[src/rtl/load_align_ctrl_if.sv]
`default_nettype none
// ============================================================================
//  Module      : load_align_ctrl_if
//  Description : Request / memory-read / response bundle for the load
//                alignment sequencer. The slave modport is the sequencer's
//                view; the master modport is the CPU + memory side.
//  Revision    : 1.0 - initial release
// ============================================================================
interface load_align_ctrl_if #(
  parameter int ADDR_WIDTH = 32
);
  // Load request from the CPU load/store stage
  logic                  req_valid;
  logic                  req_ready;
  logic [ADDR_WIDTH-1:0] req_addr;
  logic [1:0]            req_size;
  logic                  req_signed;
  // Word-aligned read command and response toward data memory
  logic                  mem_rd_valid;
  logic                  mem_rd_ready;
  logic [ADDR_WIDTH-1:0] mem_rd_addr;
  logic                  mem_rsp_valid;
  logic [31:0]           mem_rsp_data;
  // Aligned, extended result back to the CPU
  logic                  rsp_valid;
  logic                  rsp_ready;
  logic [31:0]           rsp_data;
  logic                  rsp_split;

  modport slave (
    input  req_valid, req_addr, req_size, req_signed,
    output req_ready,
    output mem_rd_valid, mem_rd_addr,
    input  mem_rd_ready, mem_rsp_valid, mem_rsp_data,
    output rsp_valid, rsp_data, rsp_split,
    input  rsp_ready
  );

  modport master (
    output req_valid, req_addr, req_size, req_signed,
    input  req_ready,
    input  mem_rd_valid, mem_rd_addr,
    output mem_rd_ready, mem_rsp_valid, mem_rsp_data,
    input  rsp_valid, rsp_data, rsp_split,
    output rsp_ready
  );
endinterface
`default_nettype wire

[src/rtl/load_align_ctrl.sv]
`default_nettype none
// ============================================================================
//  Module      : load_align_ctrl
//  Description : Load sequencer. Accepts one load (address, size, sign),
//                issues one or two word-aligned memory reads, then aligns
//                and zero/sign-extends the selected bytes (little-endian)
//                into a registered 32-bit result.
//  Revision    : 1.0 - initial release
// ============================================================================
module load_align_ctrl #(
  parameter int ADDR_WIDTH = 32
) (
  input  logic              clk,
  input  logic              arst,
  load_align_ctrl_if.slave  bus
);

  localparam logic [2:0] c_IDLE = 3'd0;
  localparam logic [2:0] c_RD0  = 3'd1;
  localparam logic [2:0] c_WT0  = 3'd2;
  localparam logic [2:0] c_RD1  = 3'd3;
  localparam logic [2:0] c_WT1  = 3'd4;
  localparam logic [2:0] c_RESP = 3'd5;

  localparam logic [1:0] c_SZ_BYTE = 2'd0;
  localparam logic [1:0] c_SZ_HALF = 2'd1;

  logic [2:0]            r_state;
  logic [2:0]            w_state_nxt;

  logic [ADDR_WIDTH-1:0] r_addr;
  logic [1:0]            r_size;
  logic                  r_signed;
  logic                  r_split;
  logic [31:0]           r_w0;
  logic [31:0]           r_rsp_data;
  logic                  r_rsp_split;

  logic                  w_split;
  logic [ADDR_WIDTH-1:0] w_word0_addr;
  logic [31:0]           w_lo;
  logic [31:0]           w_hi;
  logic [63:0]           w_cat;
  logic [31:0]           w_v;
  logic [31:0]           w_result;

  // Split detection on the incoming request: access crosses a word boundary
  always_comb begin
    w_split = ((bus.req_size == c_SZ_HALF) && (bus.req_addr[1:0] == 2'd3)) ||
              (bus.req_size[1] && (bus.req_addr[1:0] != 2'd0));
  end

  // Result alignment: in WT0 the fresh word is the low word; in WT1 the
  // buffered first word is low and the fresh word supplies the upper bytes
  always_comb begin
    w_word0_addr = {r_addr[ADDR_WIDTH-1:2], 2'b00};
    w_lo  = (r_state == c_WT1) ? r_w0 : bus.mem_rsp_data;
    w_hi  = (r_state == c_WT1) ? bus.mem_rsp_data : 32'd0;
    w_cat = {w_hi, w_lo} >> {r_addr[1:0], 3'b000};
    w_v   = w_cat[31:0];
    if (r_size == c_SZ_BYTE) begin
      w_result = {{24{r_signed & w_v[7]}}, w_v[7:0]};
    end else if (r_size == c_SZ_HALF) begin
      w_result = {{16{r_signed & w_v[15]}}, w_v[15:0]};
    end else begin
      w_result = w_v;
    end
  end

  // State register
  always_ff @(posedge clk or posedge arst) begin
    if (arst) begin
      r_state <= c_IDLE;
    end else begin
      r_state <= w_state_nxt;
    end
  end

  // Next-state logic; responses outside WT0/WT1 are ignored
  always_comb begin
    w_state_nxt = r_state;
    case (r_state)
      c_IDLE: if (bus.req_valid)     w_state_nxt = c_RD0;
      c_RD0:  if (bus.mem_rd_ready)  w_state_nxt = c_WT0;
      c_WT0:  if (bus.mem_rsp_valid) w_state_nxt = r_split ? c_RD1 : c_RESP;
      c_RD1:  if (bus.mem_rd_ready)  w_state_nxt = c_WT1;
      c_WT1:  if (bus.mem_rsp_valid) w_state_nxt = c_RESP;
      c_RESP: if (bus.rsp_ready)     w_state_nxt = c_IDLE;
      default:                       w_state_nxt = c_IDLE;
    endcase
  end

  // Outputs decoded from state; read address is 0 whenever no read is issued
  always_comb begin
    bus.req_ready    = (r_state == c_IDLE);
    bus.mem_rd_valid = (r_state == c_RD0) || (r_state == c_RD1);
    bus.mem_rd_addr  = '0;
    if (r_state == c_RD0) begin
      bus.mem_rd_addr = w_word0_addr;
    end else if (r_state == c_RD1) begin
      bus.mem_rd_addr = w_word0_addr + ADDR_WIDTH'(4);
    end
    bus.rsp_valid = (r_state == c_RESP);
    bus.rsp_data  = r_rsp_data;
    bus.rsp_split = r_rsp_split;
  end

  // Request latch, first-word buffer and registered result (written only
  // when the final word of the load is captured)
  always_ff @(posedge clk or posedge arst) begin
    if (arst) begin
      r_addr      <= '0;
      r_size      <= '0;
      r_signed    <= 1'b0;
      r_split     <= 1'b0;
      r_w0        <= '0;
      r_rsp_data  <= '0;
      r_rsp_split <= 1'b0;
    end else begin
      if ((r_state == c_IDLE) && bus.req_valid) begin
        r_addr   <= bus.req_addr;
        r_size   <= bus.req_size;
        r_signed <= bus.req_signed;
        r_split  <= w_split;
      end
      if ((r_state == c_WT0) && bus.mem_rsp_valid) begin
        r_w0 <= bus.mem_rsp_data;
        if (!r_split) begin
          r_rsp_data  <= w_result;
          r_rsp_split <= 1'b0;
        end
      end
      if ((r_state == c_WT1) && bus.mem_rsp_valid) begin
        r_rsp_data  <= w_result;
        r_rsp_split <= 1'b1;
      end
    end
  end

endmodule
`default_nettype wire

[src/flat_wrapper.sv]
// flat-port wrapper written by rule: the top's interface ports become plain ports
module load_align_ctrl_flat 
#(
  parameter int ADDR_WIDTH = 32
)
  (clk, arst, bus_req_valid, bus_req_addr, bus_req_size, bus_req_signed, bus_req_ready, bus_mem_rd_valid, bus_mem_rd_addr, bus_mem_rd_ready, bus_mem_rsp_valid, bus_mem_rsp_data, bus_rsp_valid, bus_rsp_data, bus_rsp_split, bus_rsp_ready);
  load_align_ctrl_if #(.ADDR_WIDTH(ADDR_WIDTH)) bus_i ();
  input  logic clk;
  input  logic arst;
  input wire logic [$bits(bus_i.req_valid)-1:0] bus_req_valid;
  input wire logic [$bits(bus_i.req_addr)-1:0] bus_req_addr;
  input wire logic [$bits(bus_i.req_size)-1:0] bus_req_size;
  input wire logic [$bits(bus_i.req_signed)-1:0] bus_req_signed;
  output wire logic [$bits(bus_i.req_ready)-1:0] bus_req_ready;
  output wire logic [$bits(bus_i.mem_rd_valid)-1:0] bus_mem_rd_valid;
  output wire logic [$bits(bus_i.mem_rd_addr)-1:0] bus_mem_rd_addr;
  input wire logic [$bits(bus_i.mem_rd_ready)-1:0] bus_mem_rd_ready;
  input wire logic [$bits(bus_i.mem_rsp_valid)-1:0] bus_mem_rsp_valid;
  input wire logic [$bits(bus_i.mem_rsp_data)-1:0] bus_mem_rsp_data;
  output wire logic [$bits(bus_i.rsp_valid)-1:0] bus_rsp_valid;
  output wire logic [$bits(bus_i.rsp_data)-1:0] bus_rsp_data;
  output wire logic [$bits(bus_i.rsp_split)-1:0] bus_rsp_split;
  input wire logic [$bits(bus_i.rsp_ready)-1:0] bus_rsp_ready;
  assign bus_i.req_valid = bus_req_valid;
  assign bus_i.req_addr = bus_req_addr;
  assign bus_i.req_size = bus_req_size;
  assign bus_i.req_signed = bus_req_signed;
  assign bus_req_ready = bus_i.req_ready;
  assign bus_mem_rd_valid = bus_i.mem_rd_valid;
  assign bus_mem_rd_addr = bus_i.mem_rd_addr;
  assign bus_i.mem_rd_ready = bus_mem_rd_ready;
  assign bus_i.mem_rsp_valid = bus_mem_rsp_valid;
  assign bus_i.mem_rsp_data = bus_mem_rsp_data;
  assign bus_rsp_valid = bus_i.rsp_valid;
  assign bus_rsp_data = bus_i.rsp_data;
  assign bus_rsp_split = bus_i.rsp_split;
  assign bus_i.rsp_ready = bus_rsp_ready;
  load_align_ctrl #(.ADDR_WIDTH(ADDR_WIDTH)) u_core (.clk(clk), .arst(arst), .bus(bus_i));
endmodule
[config.mk]
export PLATFORM = sky130hd
export DESIGN_NAME = load_align_ctrl_flat
export DESIGN_NICKNAME = d
export VERILOG_FILES = /design/src/rtl/load_align_ctrl_if.sv /design/src/rtl/load_align_ctrl.sv /design/src/flat_wrapper.sv
export SDC_FILE = /design/constraint.sdc
export NUM_CORES = 1
export LEC_CHECK = 0
export CORE_ASPECT_RATIO = 0.7
export CORE_MARGIN = 10
export CORE_UTILIZATION = 30
export CTS_BUF_LIST = sky130_fd_sc_hd__clkbuf_8
export CTS_CLUSTER_SIZE = 25
export DETAILED_ROUTE_END_ITERATION = 10
export PLACE_DENSITY_LB_ADDON = 0.1
export SLEW_MARGIN = 30
export SYNTH_ARGS = -nofsm -noshare
export SYNTH_HDL_FRONTEND = slang
export SYNTH_SLANG_ARGS = --single-unit
[constraint.sdc]
create_clock -name clk -period 3.58 [get_ports clk]
set_input_delay 0.358 -clock clk [delete_from_list [all_inputs] [get_ports clk]]
set_output_delay 0.358 -clock clk [all_outputs]
set_load 0.05 [all_outputs]
# Word level (Yosys, flattened, before mapping)
# Index checks and enable logic that the tools add are counted.
# totals
register_bits,104
inputBits,73
wordCells,60
# op_classes
add_sub_neg,1
n_eq_ne,15
n_shift,1
n_mux,20
bitwise_logic,2
n_reduce_logical,13
# op_table
cell,n
2-to-1 mux 32 bit,9
>> shifter 64 x 5 -> 32 bit,1
adder 32 x 3 -> 32 bit (second input constant),1
2-to-1 mux 3 bit,7
case mux 3 bit (6 select lines),1
!= test 2 bit (second input constant),6
equality test 3 x 2 -> 1 bit (second input constant),2
equality test 3 bit (second input constant),2
AND reduction 6 bit,1
logical AND 1 bit,5
equality test 2 x 1 -> 1 bit (second input constant),2
nonzero test 2 bit,2
equality test 3 x 1 -> 1 bit (second input constant),1
zero test 3 bit,1
2-to-1 mux 1 bit,3
bitwise AND 1 bit,2
equality test 2 bit (second input constant),1
zero test 2 bit,1
logical OR 1 bit,2
!= test 2 x 1 -> 1 bit (second input constant),1
AND reduction 2 bit,1

# Depth between registers and ports, before layout
# Gate-level depths: netlist (run 1).
# depth
word_depth,9
depth_mapped,9
mapped_depth_nobuf,6

# Worst setup path after synthesis (run 1)
# No wires, ideal clock.
# synth_path
kind,register to output
from,reg u_core.r_addr[9]
to,out bus_mem_rd_addr[31]
arrival_time_ps,2478
required_ps,3222
path_slack_ps,744
stages_incl_launch_ff,6
path_buffers,0
cell_sequence,dfrtp_1 and4_1 nand2_1 or4_4 or3_1 a21oi_1
# synth_between
elab_chain_len,3
# synth_rtl
item,line_no,rtl
start: declaration,load_align_ctrl.sv:31,logic [ADDR_WIDTH-1:0] r_addr;
start signal: assignment,load_align_ctrl.sv:121,r_addr <= bus.req_addr;
adder 32 x 3 -> 32 bit,load_align_ctrl.sv:101,bus.mem_rd_addr = w_word0_addr + ADDR_WIDTH'(4);
2-to-1 mux 32 bit,load_align_ctrl.sv:100,end else if (r_state == c_RD1) begin
2-to-1 mux 32 bit,load_align_ctrl.sv:98,if (r_state == c_RD0) begin
end: declaration,flat_wrapper.sv:16,output wire logic [$bits(bus_i.mem_rd_addr)-1:0] bus_mem_rd_addr;
# No other way between the ends.

# Worst setup path in the final report (run 1)
# layout_path
from,reg u_core.r_addr[9]
to,out bus_mem_rd_addr[29]
# Same word-level chain as after synthesis.

==> results of run 1 <==
[state kept, by name, indices dropped and copies added (netlist names)]
name / flops
u_core.bus.rsp_data: 32
u_core.r_addr: 32
u_core.r_w0: 32
u_core.r_state: 3
u_core.r_size: 2
u_core.bus.rsp_split: 1
u_core.r_signed: 1
u_core.r_split: 1
[layer usage]
metal  wire (um)  GRT usage (%)
met1        9320           19.7
met2        8290           20.8
met3         973           3.99
met4         115           2.21
met5           0              0
[placed cells by master, fill, tap and decap left out, types with 10 or more instances in the layout]
cell type	instances
sky130_fd_sc_hd__o21ai_0	10
sky130_fd_sc_hd__mux2_2	92
sky130_fd_sc_hd__nand2b_1	13
sky130_fd_sc_hd__a32oi_1	15
sky130_fd_sc_hd__mux2i_1	36
sky130_fd_sc_hd__a21oi_1	21
sky130_fd_sc_hd__mux4_2	17
sky130_fd_sc_hd__buf_4	12
sky130_fd_sc_hd__clkdlybuf4s50_1	134
sky130_fd_sc_hd__xnor2_1	17
sky130_fd_sc_hd__a21oi_2	10
sky130_fd_sc_hd__nand2_1	17
sky130_fd_sc_hd__dfrtp_1	103
sky130_fd_sc_hd__nor2_1	62
[timing repair]
item	4_1_cts	5_1_grt
endpoints found under the hold margin	0	0
setup endpoints to repair	0	2
resized for setup	0	2
buffers inserted	0	0
[power by group]
group / switching [W] / internal, W / total (W) / leakage [nW]
Sequential: 0.000592 / 0.00178 / 0.00237 / 1.23
Combinational: 0.00276 / 0.00197 / 0.00473 / 1.73
Clock: 0.000425 / 0.000319 / 0.000745 / 0.102
Total: 0.00378 / 0.00406 / 0.00784 / 3.06
[worst max-delay path by stage]
stage	slack (ns)	to	cells past startpoint	start
final	0.21	bus_mem_rd_addr[29]	6	u_core.r_addr[9]
after global routing	0.01	bus_mem_rd_addr[29]	6	u_core.r_addr[9]
after CTS	0.16	bus_mem_rd_addr[21]	6	u_core.r_addr[9]
after detailed placement	0.60	bus_mem_rd_addr[21]	6	u_core.r_addr[9]
after global placement	0.67	bus_mem_rd_addr[21]	6	u_core.r_addr[9]
after floorplan	0.49	u_core.bus.rsp_data[0]	1	arst
[metrics by stage]
step | util, % | std cells
3_5_place_dp | 38.9 | 931
3_3_place_gp | 38.9 | 931
4_1_cts | 39.9 | 947
6_report | 39.9 | 947
2_1_floorplan | - | 556
5_1_grt | 39.9 | 947
[area by class of cell]
type / instances / area (um^2) / share of cell area (%)
Timing Repair Buffer: 149 / 1480 / 18.5
Inverter: 7 / 28.8 / 0.360
Clock buffer: 9 / 124 / 1.55
Tap cell: 270 / 338 / 4.23
Multi-Input combinational cell: 401 / 3350 / 42.0
Sequential cell: 104 / 2600 / 32.6
Clock inverter: 7 / 63.8 / 0.799
[cells by family (layout without fill, tap and decap cells)]
kind of cell	after synthesis	after routing	share of synthesized area [%]
other	1	2	0.0607
buffers and inverters	51	172	3.93
AND/OR/NAND/NOR	151	151	12.5
XOR/XNOR	25	25	3.54
flip-flops	104	104	42.1
multiplexers	146	146	29.0
AO/OA/AOI/OAI	76	76	8.64
adder cells (fa/ha/maj)	1	1	0.202
==> impl_metrics.prom, run 1 <==
# TYPE chip_impl_metric gauge
chip_impl_metric{name="final.setup.worst_slack",unit="ns"} 0.208
chip_impl_metric{name="period_needed",unit="ns"} 3.37
chip_impl_metric{name="clkSlewWorstSetupHoldPaths",unit="ns"} 0.11
chip_impl_metric{name="fill_cells",unit=""} 1942
chip_impl_metric{name="cts_max_level",unit=""} 3
chip_impl_metric{name="die_area",unit="mm^2"} 0.0268
chip_impl_metric{name="preCtsSetupSlack",unit="ns"} 0.598
chip_impl_metric{name="report.final.slew_viol_count",unit=""} 0
chip_impl_metric{name="numPortBuffers",unit=""} 138
chip_impl_metric{name="syn_inst",unit=""} 555
chip_impl_metric{name="synth_top_cell_area_share",unit="%"} 42.1
chip_impl_info{name="crit_family",value="simple AND/OR/NAND/NOR gates"} 1
chip_impl_metric{name="power_density",unit="mW/mm^2"} 981
chip_impl_info{name="end_kind",value="primary output"} 1
chip_impl_info{name="tritoncts",value="built"} 1
chip_impl_info{name="synth_largest_area_cell",value="sky130_fd_sc_hd__dfrtp_1"} 1
chip_impl_metric{name="fin_setup_tns",unit="ns"} 0
chip_impl_metric{name="drc",unit=""} 0
chip_impl_metric{name="design_power_total",unit="W"} 0.00784
chip_impl_metric{name="clock_sinks",unit=""} 104
chip_impl_metric{name="grt_max_degree",unit=""} 61
chip_impl_metric{name="number_of_synthesized_flops_with_an_enable_pin",unit=""} 0
chip_impl_metric{name="setup.reg_to_reg.worst_slack",unit="ns"} 0.84
chip_impl_info{name="hold_class",value="input pin to async pin"} 1
chip_impl_metric{name="timing.reg2reg.worst_path_depth",unit=""} 5
chip_impl_info{name="synth_flop_cell",value="sky130_fd_sc_hd__dfrtp_1"} 1
chip_impl_metric{name="postSynthRegisterBits",unit=""} 104
chip_impl_metric{name="final.period_utilization",unit="%"} 94.2
chip_impl_info{name="result_of_the_run",value="finished clean"} 1
chip_impl_metric{name="n_antenna_cell",unit=""} 0
chip_impl_metric{name="drt_first_pass_iters",unit=""} 4
chip_impl_metric{name="grt_remaining_overflow",unit=""} 0
chip_impl_info{name="synth.most_common_cell",value="sky130_fd_sc_hd__dfrtp_1"} 1
chip_impl_metric{name="initial_core_util",unit="%"} 30.9
chip_impl_metric{name="slew_limit_headroom",unit="%"} 44.0
chip_impl_metric{name="postSynthAreaPerCell",unit="um^2"} 11.1
chip_impl_metric{name="leakagePower",unit="nW"} 3.06
chip_impl_metric{name="total_wire_length_after_detailed_routing",unit="um"} 18700
chip_impl_metric{name="critPathArrivalTime",unit="ns"} 3.01
chip_impl_metric{name="cts_hold_repair.buffers",unit=""} 0
chip_impl_info{name="crit-reg2reg-launch",value="u_core.r_state[2]"} 1
chip_impl_metric{name="number_of_antenna_violations_at_the_first_check_in_global_routing",unit=""} 0
chip_impl_info{name="synth_top_area_cells",value="sky130_fd_sc_hd__dfrtp_1, sky130_fd_sc_hd__mux2_2, sky130_fd_sc_hd__mux4_2"} 1
chip_impl_metric{name="rows",unit=""} 43
chip_impl_metric{name="drt_first_iter_violations",unit=""} 269
chip_impl_metric{name="dpl.hpwl",unit="um"} 14000
chip_impl_metric{name="final_hold_viol_count",unit=""} 0
chip_impl_info{name="worst-setup-path-type",value="flip-flop to primary output"} 1
chip_impl_metric{name="clkLatencyLatePin",unit="ns"} 0.38
chip_impl_metric{name="route.detailed.vias_per_inst",unit=""} 5.03
chip_impl_metric{name="postLayoutCellArea",unit="mm^2"} 0.00799
chip_impl_metric{name="syn2layout_area_growth",unit="%"} 29.2
chip_impl_metric{name="max_cap_violations",unit=""} 0
chip_impl_metric{name="grt_pass1_wl",unit="um"} 29400
chip_impl_info{name="critPathLaunchType",value="flip-flop"} 1
chip_impl_metric{name="timing.clock.skew",unit="ns"} 0.0169
chip_impl_info{name="rr_endpoint",value="u_core.bus.rsp_data[5]"} 1
chip_impl_metric{name="worst-path-buf-inv",unit=""} 1
chip_impl_metric{name="cts_made_buffers",unit=""} 9
chip_impl_metric{name="fin_hold_ws",unit="ns"} 0.401
chip_impl_info{name="grt_setup_unrepaired",value="no"} 1
chip_impl_metric{name="chipHeight",unit="um"} 140
chip_impl_metric{name="placed_inst_area",unit="mm^2"} 0.00779
chip_impl_metric{name="cp_max_fo",unit=""} 9
chip_impl_metric{name="synth_sequential_area_ratio",unit="%"} 42.1
chip_impl_info{name="ctsRootBufferMaster",value="sky130_fd_sc_hd__clkbuf_8"} 1
chip_impl_metric{name="drive_above_1_share",unit="%"} 23.0
chip_impl_metric{name="grtUsageTotal",unit="%"} 13.9
chip_impl_metric{name="setup_viol",unit=""} 0
chip_impl_metric{name="die-width",unit="um"} 192
chip_impl_metric{name="route.vias.total",unit=""} 4768
chip_impl_info{name="worstPathCellList",value="and4_1 -> nand4_1 -> nor4_1 -> xnor2_1 -> nor2_1 -> clkdlybuf4s50_1"} 1
chip_impl_metric{name="ir_drop",unit="V"} 0.000368
chip_impl_metric{name="asyncSetResetFlopFracSynth",unit="%"} 100
chip_impl_metric{name="core",unit="mm^2"} 0.0200
chip_impl_metric{name="first_global_vias",unit=""} 4850
chip_impl_metric{name="synth_warnings",unit=""} 0
chip_impl_metric{name="timing.fmax",unit="GHz"} 0.297
chip_impl_metric{name="synth_area",unit="mm^2"} 0.00618
chip_impl_metric{name="place.gp.congestion",unit=""} 0.811
chip_impl_metric{name="boundaryPins",unit=""} 141
chip_impl_metric{name="final_net_count",unit=""} 746
chip_impl_info{name="netlist_top_cells_count",value="sky130_fd_sc_hd__dfrtp_1, sky130_fd_sc_hd__mux2_2, sky130_fd_sc_hd__nor2_1, sky130_fd_sc_hd__mux2i_1, sky130_fd_sc_hd__a21oi_1"} 1
chip_impl_info{name="crit_path_top_delay_cell",value="sky130_fd_sc_hd__clkdlybuf4s50_1"} 1
chip_impl_metric{name="ctsLongestPathBuffers",unit=""} 2
chip_impl_metric{name="timing_worst_slew_pin_value",unit="ns"} 0.840
chip_impl_metric{name="antenna_left",unit=""} 0
chip_impl_metric{name="synth.lib_cells_used.distinct",unit=""} 48
chip_impl_metric{name="required",unit="ns"} 3.22
chip_impl_metric{name="timing.critical_path.slowest_cell_delay",unit="ns"} 0.82
chip_impl_metric{name="post_drt_wl_per_cell",unit="um"} 19.7
Note: power is estimated with default switching activity, not from simulation.
==> run 2: changes to the inputs <==
--- a/config.mk
+++ b/config.mk
@@ -11,6 +11,7 @@
 export CTS_BUF_LIST = sky130_fd_sc_hd__clkbuf_8
 export CTS_CLUSTER_SIZE = 25
 export DETAILED_ROUTE_END_ITERATION = 10
+export GPL_TIMING_DRIVEN = 1
 export PLACE_DENSITY_LB_ADDON = 0.1
 export SLEW_MARGIN = 30
 export SYNTH_ARGS = -nofsm -noshare
==> results of run 2 <==
The final DEF is identical to that of run 1; final timing and power are the same.
==> run 3: changes to the inputs <==
--- a/config.mk
+++ b/config.mk
@@ -5,6 +5,8 @@
 export SDC_FILE = /design/constraint.sdc
 export NUM_CORES = 1
 export LEC_CHECK = 0
+export CELL_PAD_IN_SITES_DETAIL_PLACEMENT = 1
+export CELL_PAD_IN_SITES_GLOBAL_PLACEMENT = 1
 export CORE_ASPECT_RATIO = 0.7
 export CORE_MARGIN = 10
 export CORE_UTILIZATION = 30
==> run 3 against run 2 <==
  * Clock skew decreased by 0.0054 ns
  * Critical path depth unchanged
  * Die area unchanged
  * Worst setup slack improved by 0.026 ns
  * Largest power group unchanged
  * Cell area increased by 0.94%
  * Clock power increased by 14%
  * Critical endpoint is now bus_mem_rd_addr[16]
==> impl_metrics.prom, run 3 (synthesis results as in run 1) <==
# TYPE chip_impl_metric gauge
chip_impl_info{name="result_of_the_run",value="finished clean"} 1
chip_impl_metric{name="fill_cells",unit=""} 2171
chip_impl_metric{name="ir_drop",unit="V"} 0.000390
chip_impl_metric{name="grt_remaining_overflow",unit=""} 0
chip_impl_metric{name="drive_above_1_share",unit="%"} 23.6
chip_impl_metric{name="grt_pass1_wl",unit="um"} 31100
chip_impl_metric{name="first_global_vias",unit=""} 5158
chip_impl_metric{name="clkLatencyLatePin",unit="ns"} 0.38
chip_impl_metric{name="dpl.hpwl",unit="um"} 14800
chip_impl_metric{name="period_needed",unit="ns"} 3.35
chip_impl_metric{name="ctsLongestPathBuffers",unit=""} 2
chip_impl_info{name="crit-reg2reg-launch",value="u_core.r_state[2]"} 1
chip_impl_info{name="worstSetupStartpoint",value="u_core.r_addr[2]"} 1
chip_impl_metric{name="leakagePower",unit="nW"} 3.12
chip_impl_metric{name="timing.clock.skew",unit="ns"} 0.0114
chip_impl_info{name="end_kind",value="primary output"} 1
chip_impl_metric{name="drt_first_iter_violations",unit=""} 199
chip_impl_metric{name="grtUsageTotal",unit="%"} 14.7
chip_impl_metric{name="setup.reg_to_reg.worst_slack",unit="ns"} 0.81
chip_impl_info{name="hold_class",value="input pin to async pin"} 1
chip_impl_metric{name="fin_setup_tns",unit="ns"} 0
chip_impl_metric{name="timing.reg2reg.worst_path_depth",unit=""} 5
chip_impl_metric{name="postLayoutCellArea",unit="mm^2"} 0.00806
chip_impl_info{name="critPathLaunchType",value="flip-flop"} 1
chip_impl_metric{name="syn2layout_area_growth",unit="%"} 30.4
chip_impl_metric{name="final_hold_viol_count",unit=""} 0
chip_impl_metric{name="cts_made_buffers",unit=""} 9
chip_impl_metric{name="antenna_left",unit=""} 0
chip_impl_metric{name="post_drt_wl_per_cell",unit="um"} 20.9
chip_impl_metric{name="timing_worst_slew_pin_value",unit="ns"} 0.892
chip_impl_metric{name="initial_core_util",unit="%"} 30.9
chip_impl_metric{name="worst-path-buf-inv",unit=""} 1
chip_impl_metric{name="boundaryPins",unit=""} 141
chip_impl_metric{name="required",unit="ns"} 3.22
chip_impl_metric{name="setup_viol",unit=""} 0
chip_impl_metric{name="die_area",unit="mm^2"} 0.0268
chip_impl_metric{name="number_of_antenna_violations_at_the_first_check_in_global_routing",unit=""} 0
chip_impl_metric{name="placedCellCount",unit=""} 932
chip_impl_info{name="crit_family",value="simple AND/OR/NAND/NOR gates"} 1
chip_impl_metric{name="slew_limit_headroom",unit="%"} 40.5
chip_impl_metric{name="critPathArrivalTime",unit="ns"} 2.99
chip_impl_metric{name="instances_no_fill",unit=""} 948
chip_impl_info{name="rr_endpoint",value="u_core.bus.rsp_data[19]"} 1
chip_impl_info{name="layout_commonest_cell",value="sky130_fd_sc_hd__clkdlybuf4s50_1"} 1
chip_impl_metric{name="core",unit="mm^2"} 0.0200
chip_impl_metric{name="power_density",unit="mW/mm^2"} 996
chip_impl_metric{name="final.period_utilization",unit="%"} 93.5
chip_impl_metric{name="chipHeight",unit="um"} 140
chip_impl_metric{name="total_wire_length_after_detailed_routing",unit="um"} 19800
chip_impl_metric{name="cts_post_setup_buffers_inserted",unit=""} 0
chip_impl_metric{name="grt_max_degree",unit=""} 105
chip_impl_metric{name="final_net_count",unit=""} 747
chip_impl_metric{name="placed_inst_area",unit="mm^2"} 0.00782
chip_impl_metric{name="timing.fmax",unit="GHz"} 0.299
chip_impl_info{name="ctsRootBufferMaster",value="sky130_fd_sc_hd__clkbuf_8"} 1
chip_impl_metric{name="clock_sinks",unit=""} 104
chip_impl_metric{name="final.setup.worst_slack",unit="ns"} 0.234
chip_impl_info{name="worst-setup-path-type",value="flip-flop to primary output"} 1
chip_impl_metric{name="numPortBuffers",unit=""} 138
chip_impl_metric{name="route.vias.total",unit=""} 4828
chip_impl_metric{name="report.final.slew_viol_count",unit=""} 0
chip_impl_metric{name="rows",unit=""} 43
chip_impl_metric{name="max_cap_violations",unit=""} 0
chip_impl_metric{name="cts_max_level",unit=""} 3
chip_impl_metric{name="cp_max_fo",unit=""} 9
chip_impl_metric{name="preCtsSetupSlack",unit="ns"} 0.567
chip_impl_metric{name="die-width",unit="um"} 192
chip_impl_info{name="worstPathCellList",value="ha_1 -> and2_1 -> nand4_2 -> or3_1 -> a21oi_1 -> clkdlybuf4s50_1"} 1
chip_impl_info{name="crit_path_top_delay_cell",value="sky130_fd_sc_hd__clkdlybuf4s50_1"} 1
chip_impl_metric{name="drc",unit=""} 0
chip_impl_metric{name="timing.critical_path.slowest_cell_delay",unit="ns"} 0.83
chip_impl_info{name="most-common-layout-cells",value="sky130_fd_sc_hd__clkdlybuf4s50_1, sky130_fd_sc_hd__dfrtp_1, sky130_fd_sc_hd__mux2_2"} 1
chip_impl_info{name="grt_setup_unrepaired",value="no"} 1
chip_impl_metric{name="route.detailed.vias_per_inst",unit=""} 5.09
chip_impl_info{name="tritoncts",value="built"} 1
chip_impl_metric{name="drt_first_pass_iters",unit=""} 4
chip_impl_metric{name="place.gp.congestion",unit=""} 0.797
chip_impl_metric{name="clkSlewWorstSetupHoldPaths",unit="ns"} 0.11
chip_impl_metric{name="n_antenna_cell",unit=""} 0
[run 3: cell count changes in the layout (fill, tap and decap cells not counted), moves of 2 or more]
cell and change:
sky130_fd_sc_hd__clkdlybuf4s50_1 -3, sky130_fd_sc_hd__dlymetal6s2s_1 +3, sky130_fd_sc_hd__clkinv_2 -2, sky130_fd_sc_hd__clkinv_4 +2
sky130_fd_sc_hd__inv_1 -2
[run 3: how the worst max path moves through the flow]
stage,cells past startpoint,to
global route,7,bus_mem_rd_addr[24]
floorplan,1,u_core.bus.rsp_data[0]
detailed placement,6,bus_mem_rd_addr[17]
global placement,5,bus_mem_rd_addr[11]
finish,6,bus_mem_rd_addr[16]
CTS,5,bus_mem_rd_addr[11]
[run 3: layer usage]
metal	track usage [%]	part of all wire [%]	vias to the layer above
li1	-	-	2259
met1	21.0	50	2469
met2	21.8	44	88
met3	3.94	4.9	12
met4	2.54	0.95	0
met5	0	0	-
[run 3: where the power goes]
part | switching, W | internal, W
Sequential | 0.000613 | 0.00178
Clock | 0.000432 | 0.000415
Combinational | 0.00280 | 0.00199
Total | 0.00385 | 0.00418
[run 3: cell type report]
cell class	count	area [um^2]	share of cell area [%]
multi-input combinational	401	3360	41.7
sequential	104	2600	32.3
timing repair buffer	150	1500	18.7
tap	270	338	4.19
clock buffer	10	138	1.71
clock inverter	6	92.6	1.15
inverter	7	28.8	0.357
[run 3: stage by stage]
stage,hold slack (ns),total power [W],utilization [%]
2_1_floorplan,0.475,0.00569,-
3_3_place_gp,0.484,0.00716,39.0
3_5_place_dp,0.498,0.00726,39.0
4_1_cts,0.488,0.00815,40.2
5_1_grt,0.486,0.00857,40.3
6_report,0.433,0.00803,40.3
[run 3: what timing repair did]
action | CTS | global route
resized for setup | 0 | 6
endpoints found under the setup margin | 0 | 9
hold buffers | 0 | 0
[run 3: worst register-to-register path, cell delays in order (launching register included)]
cell and delay [ns]:
sky130_fd_sc_hd__dfrtp_1 0.56, sky130_fd_sc_hd__nor3b_4 0.41, sky130_fd_sc_hd__buf_4 0.49, sky130_fd_sc_hd__mux4_2 0.63, sky130_fd_sc_hd__a32oi_1 0.45, sky130_fd_sc_hd__a21oi_2 0.11
